===== config.mk =====
export PLATFORM = sky130hd
export DESIGN_NAME = rp_asg_stream
export DESIGN_NICKNAME = d
export VERILOG_FILES = /design/src/rtl/rp_asg_pkg.sv /design/src/rtl/rp_asg_unpack.sv /design/src/rtl/rp_asg_stream.sv
export SDC_FILE = /design/constraint.sdc
export NUM_CORES = 1
export LEC_CHECK = 0
export ABC_AREA = 1
export BUFFER_PORTS_ARGS = -buffer_cell sky130_fd_sc_hd__buf_4
export CAP_MARGIN = 40
export CORE_AREA = 2 2 101 201
export CTS_BUF_LIST = sky130_fd_sc_hd__clkbuf_4 sky130_fd_sc_hd__clkbuf_8
export CTS_CLUSTER_DIAMETER = 120
export DETAILED_ROUTE_END_ITERATION = 8
export DIE_AREA = 0 0 103 203
export PLACE_DENSITY = 0.67
export SLEW_MARGIN = 15
export SYNTH_ARGS = -nofsm -noshare
export SYNTH_HDL_FRONTEND = slang
export SYNTH_SLANG_ARGS = --single-unit

===== constraint.sdc =====
create_clock -name dac_clk_i -period 2.9 [get_ports dac_clk_i]
set_input_delay 0 -clock dac_clk_i [delete_from_list [all_inputs] [get_ports dac_clk_i]]
set_output_delay 0 -clock dac_clk_i [all_outputs]
set_load 0.01 [all_outputs]

===== src/rtl/rp_asg_pkg.sv =====
// rp_asg_pkg: shared types and defaults for the ASG stream readout engine.
// Provides the FSM state type, default word/lane widths and a lane-count helper.
package rp_asg_pkg;

    typedef enum logic [1:0] {
        ASG_IDLE = 2'd0,
        ASG_ARM  = 2'd1,
        ASG_RUN  = 2'd2,
        ASG_DONE = 2'd3
    } asg_state_t;

    localparam int ASG_DW = 64;
    localparam int ASG_SW = 16;

    function automatic int num_samps(input int dw, input int sw);
        return dw / sw;
    endfunction

endpackage


===== src/rtl/rp_asg_unpack.sv =====
// rp_asg_unpack: one-word buffer, lane pointer and registered DAC lane mux.
// Ports: clk/rst, flush, load_en, run, adv, hold, idle, s_* word side, full/buf_last/lane_end, dac/dac_val.
module rp_asg_unpack
    import rp_asg_pkg::*;
#(
    parameter int DW   = ASG_DW,
    parameter int SW   = ASG_SW,
    parameter int DACW = 14
) (
    input  logic            clk,
    input  logic            rst,
    input  logic            flush,
    input  logic            load_en,
    input  logic            run,
    input  logic            adv,
    input  logic            hold,
    input  logic [DACW-1:0] idle,
    input  logic [DW-1:0]   s_dat,
    input  logic            s_last,
    input  logic            s_val,
    output logic            s_rdy,
    output logic            full,
    output logic            buf_last,
    output logic            lane_end,
    output logic [DACW-1:0] dac,
    output logic            dac_val
);

    localparam int NS = num_samps(DW, SW);
    localparam int LW = (NS > 1) ? $clog2(NS) : 1;

    logic [DW-1:0] buf_q;
    logic [LW-1:0] lane;
    logic          accept;

    assign lane_end = (lane == LW'(NS - 1));
    // A word may be taken in the same cycle the final lane leaves.
    assign s_rdy    = load_en && (!full || (adv && lane_end));
    assign accept   = s_val && s_rdy;

    always_ff @(posedge clk) begin
        if (rst) begin
            buf_q    <= '0;
            buf_last <= 1'b0;
            full     <= 1'b0;
            lane     <= '0;
        end else if (flush) begin
            buf_last <= 1'b0;
            full     <= 1'b0;
            lane     <= '0;
        end else begin
            if (adv)
                lane <= lane_end ? '0 : lane + 1'b1;
            if (accept) begin
                buf_q    <= s_dat;
                buf_last <= s_last;
                full     <= 1'b1;
            end else if (adv && lane_end) begin
                full <= 1'b0;
            end
        end
    end

    // Starved RUN either freezes the last sample or falls back to idle.
    always_ff @(posedge clk) begin
        if (rst) begin
            dac     <= '0;
            dac_val <= 1'b0;
        end else begin
            dac_val <= 1'b0;
            if (run && !flush && full) begin
                dac     <= buf_q[lane*SW +: DACW];
                dac_val <= 1'b1;
            end else if (!(run && !flush && hold)) begin
                dac <= idle;
            end
        end
    end

endmodule


===== src/rtl/rp_asg_stream.sv =====
// rp_asg_stream: ASG readout engine, unpacks DW-bit words into DAC samples with decimation/repeat.
// Ports: dac_clk_i/dac_rst_i, cfg_*, trig_i, s_dat/last/val/rdy, dac_o/dac_val_o, status; ASG_STREAM_DIAG_EN adds window counters.
module rp_asg_stream
    import rp_asg_pkg::*;
#(
    parameter int DW   = ASG_DW,
    parameter int SW   = ASG_SW,
    parameter int DACW = 14,
    parameter int DECW = 16,
    parameter int REPW = 16,
    parameter int SEC  = 125000000
) (
    input  logic            dac_clk_i,
    input  logic            dac_rst_i,
    input  logic            cfg_en_i,
    input  logic [DECW-1:0] cfg_dec_i,
    input  logic [REPW-1:0] cfg_rep_i,
    input  logic [DACW-1:0] cfg_idle_i,
    input  logic            cfg_urun_hold_i,
    input  logic            trig_i,
    input  logic [DW-1:0]   s_dat_i,
    input  logic            s_last_i,
    input  logic            s_val_i,
    output logic            s_rdy_o,
    output logic [DACW-1:0] dac_o,
    output logic            dac_val_o,
    output asg_state_t      state_o,
    output logic            last_o,
    output logic            urun_o,
    output logic [REPW-1:0] rep_cnt_o,
    output logic [31:0]     err_cnt_o,
    output logic [31:0]     transf_cnt_o
);

    asg_state_t      state_q;
    logic            trig_pend;
    logic [DECW-1:0] dec_cnt;
    logic [REPW-1:0] rep_cnt;
    logic            starve_q;

    logic run;
    logic arm;
    logic full;
    logic buf_last;
    logic lane_end;
    logic adv;
    logic rel;
    logic fin;
    logic stall;
    logic urun_ev;

    assign run     = (state_q == ASG_RUN);
    assign arm     = (state_q == ASG_ARM);
    assign adv     = run && full && (dec_cnt >= cfg_dec_i);
    assign rel     = adv && lane_end;
    assign fin     = rel && buf_last && (cfg_rep_i != '0)
                     && ((rep_cnt + 1'b1) == cfg_rep_i);
    assign stall   = run && !full;
    // One event per starved stretch, not per starved cycle.
    assign urun_ev = stall && !starve_q && cfg_en_i;

    rp_asg_unpack #(
        .DW   (DW),
        .SW   (SW),
        .DACW (DACW)
    ) u_unpack (
        .clk      (dac_clk_i),
        .rst      (dac_rst_i),
        .flush    (!cfg_en_i),
        .load_en  (arm || run),
        .run      (run),
        .adv      (adv),
        .hold     (cfg_urun_hold_i),
        .idle     (cfg_idle_i),
        .s_dat    (s_dat_i),
        .s_last   (s_last_i),
        .s_val    (s_val_i),
        .s_rdy    (s_rdy_o),
        .full     (full),
        .buf_last (buf_last),
        .lane_end (lane_end),
        .dac      (dac_o),
        .dac_val  (dac_val_o)
    );

    always_ff @(posedge dac_clk_i) begin
        if (dac_rst_i) begin
            state_q   <= ASG_IDLE;
            trig_pend <= 1'b0;
            dec_cnt   <= '0;
            rep_cnt   <= '0;
            starve_q  <= 1'b0;
            last_o    <= 1'b0;
            urun_o    <= 1'b0;
        end else begin
            last_o   <= 1'b0;
            urun_o   <= urun_ev;
            starve_q <= stall && cfg_en_i;
            if (!cfg_en_i) begin
                state_q   <= ASG_IDLE;
                trig_pend <= 1'b0;
            end else begin
                unique case (state_q)
                    ASG_IDLE: state_q <= ASG_ARM;
                    ASG_ARM: begin
                        if (trig_i)
                            trig_pend <= 1'b1;
                        if (trig_pend && full) begin
                            state_q   <= ASG_RUN;
                            trig_pend <= 1'b0;
                            dec_cnt   <= '0;
                            rep_cnt   <= '0;
                        end
                    end
                    ASG_RUN: begin
                        if (adv)
                            dec_cnt <= '0;
                        else if (full)
                            dec_cnt <= dec_cnt + 1'b1;
                        if (rel && buf_last && (rep_cnt != '1))
                            rep_cnt <= rep_cnt + 1'b1;
                        if (fin) begin
                            state_q <= ASG_DONE;
                            last_o  <= 1'b1;
                        end
                    end
                    ASG_DONE: state_q <= ASG_DONE;
                    default:  state_q <= ASG_IDLE;
                endcase
            end
        end
    end

    assign state_o   = state_q;
    assign rep_cnt_o = rep_cnt;

`ifdef ASG_STREAM_DIAG_EN
    logic        accept;
    logic [31:0] win_cnt;
    logic [31:0] err_acc;
    logic [31:0] xfer_acc;
    logic [31:0] err_q;
    logic [31:0] xfer_q;

    assign accept = s_val_i && s_rdy_o;

    always_ff @(posedge dac_clk_i) begin
        if (dac_rst_i) begin
            win_cnt  <= '0;
            err_acc  <= '0;
            xfer_acc <= '0;
            err_q    <= '0;
            xfer_q   <= '0;
        end else if (win_cnt == 32'(SEC - 1)) begin
            win_cnt  <= '0;
            err_q    <= err_acc + 32'(urun_ev);
            xfer_q   <= xfer_acc + 32'(accept);
            err_acc  <= '0;
            xfer_acc <= '0;
        end else begin
            win_cnt  <= win_cnt + 32'd1;
            err_acc  <= err_acc + 32'(urun_ev);
            xfer_acc <= xfer_acc + 32'(accept);
        end
    end

    assign err_cnt_o    = err_q;
    assign transf_cnt_o = xfer_q;
`else
    assign err_cnt_o    = '0;
    assign transf_cnt_o = '0;
`endif

endmodule

==> reports/results.txt <==
Power Density: 442 mW/mm²
Num CTS Buffers: 17
Setup CP Type: flop to flop
Seq pwr share: 41.5%
Hold path depth: 4
Biggest area consumer among synthesized cells: dfxtp_1
CTS tree: built
Clk_skew: 0.0176 ns
Worst r2r src: dec_cnt[0]
Primary FF master, synth: dfxtp_1
Top Ports: 217
Hold_sp: cfg_idle_i[13]
GRT Overall Usage: 20.9%
Syn avg cell area: 6.77 µm²
Cell chosen for the clock root: clkbuf_8
Wire per inst: 14.6 µm
Largest net degree at the start of global routing: 57
Vias in the first global route: 6854
Worst R2R Path Depth: 18
Startpoint types: flop
Port Buffers: 144
Final setup vio count: 0
Yosys warning total: 0
Placed cells: 1367
P_int: 3.01 mW
Detailed Place HPWL: 16000 µm
Hold Vio Cnt, Final: 0
Sw frac: 24.2%
Worst-skew pair later-pin latency: 0.43 ns
Area contributors post-synth: dfxtp_1 34%, nand2_1 11%, nor2_1 9.7%
Seq/Total Area, Yosys: 33.7%
Fin cells: 1470
Slew Viols, Final: 0
Fin nets: 1338
Routability cong.: 0.913
First-pass GRT wire length: 33600 µm
Yosys top cell area share: 33.7%
Tcrit/Tclk final: 87.1%
Die height: 203 µm
Layout cells sized above 1: 19.2%
R2r endpoint: u_unpack.buf_q[53]
Max-cap violations: 0
Final period demand of the worst path: 2.53 ns
Mapped Area: 0.00671 mm²
Max Fclk: 0.396 GHz
DRT antenna net count: 0
Die footprint: 0.0209 mm²
Initial DRC count: 196
Core Area: 0.0193 mm²
Most frequent CP cell: nand2_1
P_sw: 961 µW
Endpoint type of the worst setup path: flop
Worst Hold End: u_unpack.dac[13]
Antenna violations before repair: 0
Critical Path, Cell by Cell: inv_1 > ha_1 > nand2_1 > nand3_1 > nand2_1 > nand2_1 > nand2_1 > nand2_1 > nand2_1 > nand2_2 > nand3_2 > nand2_2 > nand3_2 > nor2_2 > inv_2 > buf_4 > nor2_1 > nor2_1
H-tree Lvls: 4
Die Span X: 103 µm
Status: completed
CP max stage cell: dfxtp_1
Setup TNS: 0 ns
Peak supply drop: 0.243 mV
Total wire length: 21500 µm
Worst Hold Class: primary input to flop
Starting Density: 34.8%
Reg2Reg Setup Slack: 0.37 ns
Leakage: 4.17 nW
CP required: 3.21 ns
Vias: 6942
Syn-to-layout area delta: 33.7%
Seq cells post-synth: 113
Synth cell types: 49
CTS sink cnt: 113
DRC viols: 0
Synth Instances: 992
Combinational Power Share: 13.3%
Slowest stage delay, CP: 0.38 ns
Antenna cells: 0
Clock power share: 45.2%
Slew HR: 47.6%
Worst-path maximum fanout: 34
RSZ-0062 raised after global routing: false
Slew of the pin with the lowest slew margin: 0.785 ns
Arrival time at the worst endpoint: 2.84 ns
GR Overflow Total: 0
Ys async rst share: 0%
Layout fillers: 1978
CTS clock-pin slew for the worst setup and hold paths: 0.07 ns
DR pass1 iterations: 4
# rows: 72
Vias per cell: 4.72
Post-synth EDFFs: 0
Clk buf depth: 2
worst max path at each step:
stage                                     to  cells after the start  slack, ns       start
after floorplan           u_unpack.buf_q[18]                     19       0.87  dec_cnt[0]
after global placement    u_unpack.buf_q[55]                     18       0.40  dec_cnt[0]
after detailed placement  u_unpack.buf_q[61]                     17       0.37  dec_cnt[0]
after CTS                 u_unpack.buf_q[42]                     17       0.34  dec_cnt[0]
after global routing      u_unpack.buf_q[55]                     18       0.05  dec_cnt[0]
final                     u_unpack.buf_q[53]                     18       0.37  dec_cnt[0]
power groups by stage:
stage | Clock [mW] | Combinational, mW | Sequential (mW)
after floorplan | 0 | 0.294 | 1.68
after global placement | 0 | 0.441 | 1.68
after detailed placement | 0 | 0.447 | 1.68
after CTS | 1.84 | 0.527 | 1.65
after global routing | 1.90 | 0.587 | 1.65
final | 1.79 | 0.527 | 1.65
synth_stat cells (6+ instances only):
cell type / number
nand2_1: 188
nor2_1: 173
dfxtp_1: 113
inv_1: 82
o21ai_0: 78
a21oi_1: 72
buf_4: 65
nand3_1: 62
ha_1: 23
clkbuf_1: 22
buf_2: 9
nor3_1: 9
a31o_2: 8
o21bai_1: 8
nand2_2: 6
o21ai_1: 6
o22ai_1: 6
layout make-up:
cell class	instances	area, µm²	area share, %
Clock buffer	23	304	3.39
Multi-Input combinational cell	750	3670	40.9
Clock inverter	9	176	1.97
Inverter	88	332	3.69
Tap cell	259	324	3.61
Sequential cell	113	2260	25.2
Timing Repair Buffer	228	1910	21.2
state kept, by name, indices dropped and copies added, names as in the netlist:
register,flops
rep_cnt_o,16
state_o,2
u_unpack.full,1
dec_cnt,16
u_unpack.dac,14
trig_pend,1
starve_q,1
u_unpack.buf_q,56
u_unpack.lane,2
u_unpack.buf_last,1
u_unpack.dac_val,1
last_o,1
urun_o,1
cells by family (layout without fill, tap and decap cells):
logic type,count (synthesis),after routing,share of synthesized area [%]
AOI/OAI and AO/OA,191,191,16.1
adders and majority gates,23,23,4.29
DFF,113,113,33.7
xor gates and xnor gates,8,8,1.25
and+or+nand+nor,464,464,29.5
buffers and inverters,192,348,15.1
other,1,64,0.0559
metrics by stage:
stage	instance area (µm²)	total power, mW	utilization (%)	hold WS, ns	setup slack, ns
floorplan	6950	1.97	-	0.135	0.867
global placement	7780	2.12	40.4	0.222	0.405
detailed placement	7780	2.13	40.4	0.228	0.368
CTS	8970	4.01	46.5	0.000100	0.342
global route	8980	4.14	46.6	0.00171	0.0500
finish	8980	3.97	46.6	0.0107	0.374
worst max-delay path, delay by kind of cell, from the launching register on:
kind,cells,cell delay [ns]
flops,1,0.38
fa+ha+maj,1,0.27
simple gates,14,1.38
buf+inv,3,0.36
cell usage in the layout, fill, tap and decap left out, drive strengths merged, types with 2 or more instances in the layout:
cell,instances
inv,87
nand4,6
xnor2,2
a31o,8
clkbuf,23
buf,157
dfxtp,113
o211ai,2
o21ai,86
nor4,3
o22ai,6
nor3,9
dlygate4sd3,71
ha,23
nand3,67
bufinv,5
nand2,195
clkinv,4
a21oi,74
o21bai,9
xor2,5
nor2,181
conb,64
per-layer routing:
| layer | up-vias | wire length [µm] | global-route usage, % | share of wire [%] |
|---|---|---|---|---|
| li1 | 3495 | - | - | - |
| met4 | 0 | 1490 | 14.8 | 6.9 |
| met2 | 249 | 11700 | 38.5 | 54 |
| met3 | 70 | 834 | 3.30 | 3.9 |
| met1 | 3128 | 7500 | 20.2 | 35 |
| met5 | - | 0 | 0 | 0 |
repair_timing:
item | in CTS | in global routing
gates resized for setup | 0 | 1
setup endpoints to repair | 0 | 7
endpoints found under the hold margin | 70 | 0
buffers inserted | 0 | 0
hold buffers | 71 | 0
Power figures use the tool's default switching activity.
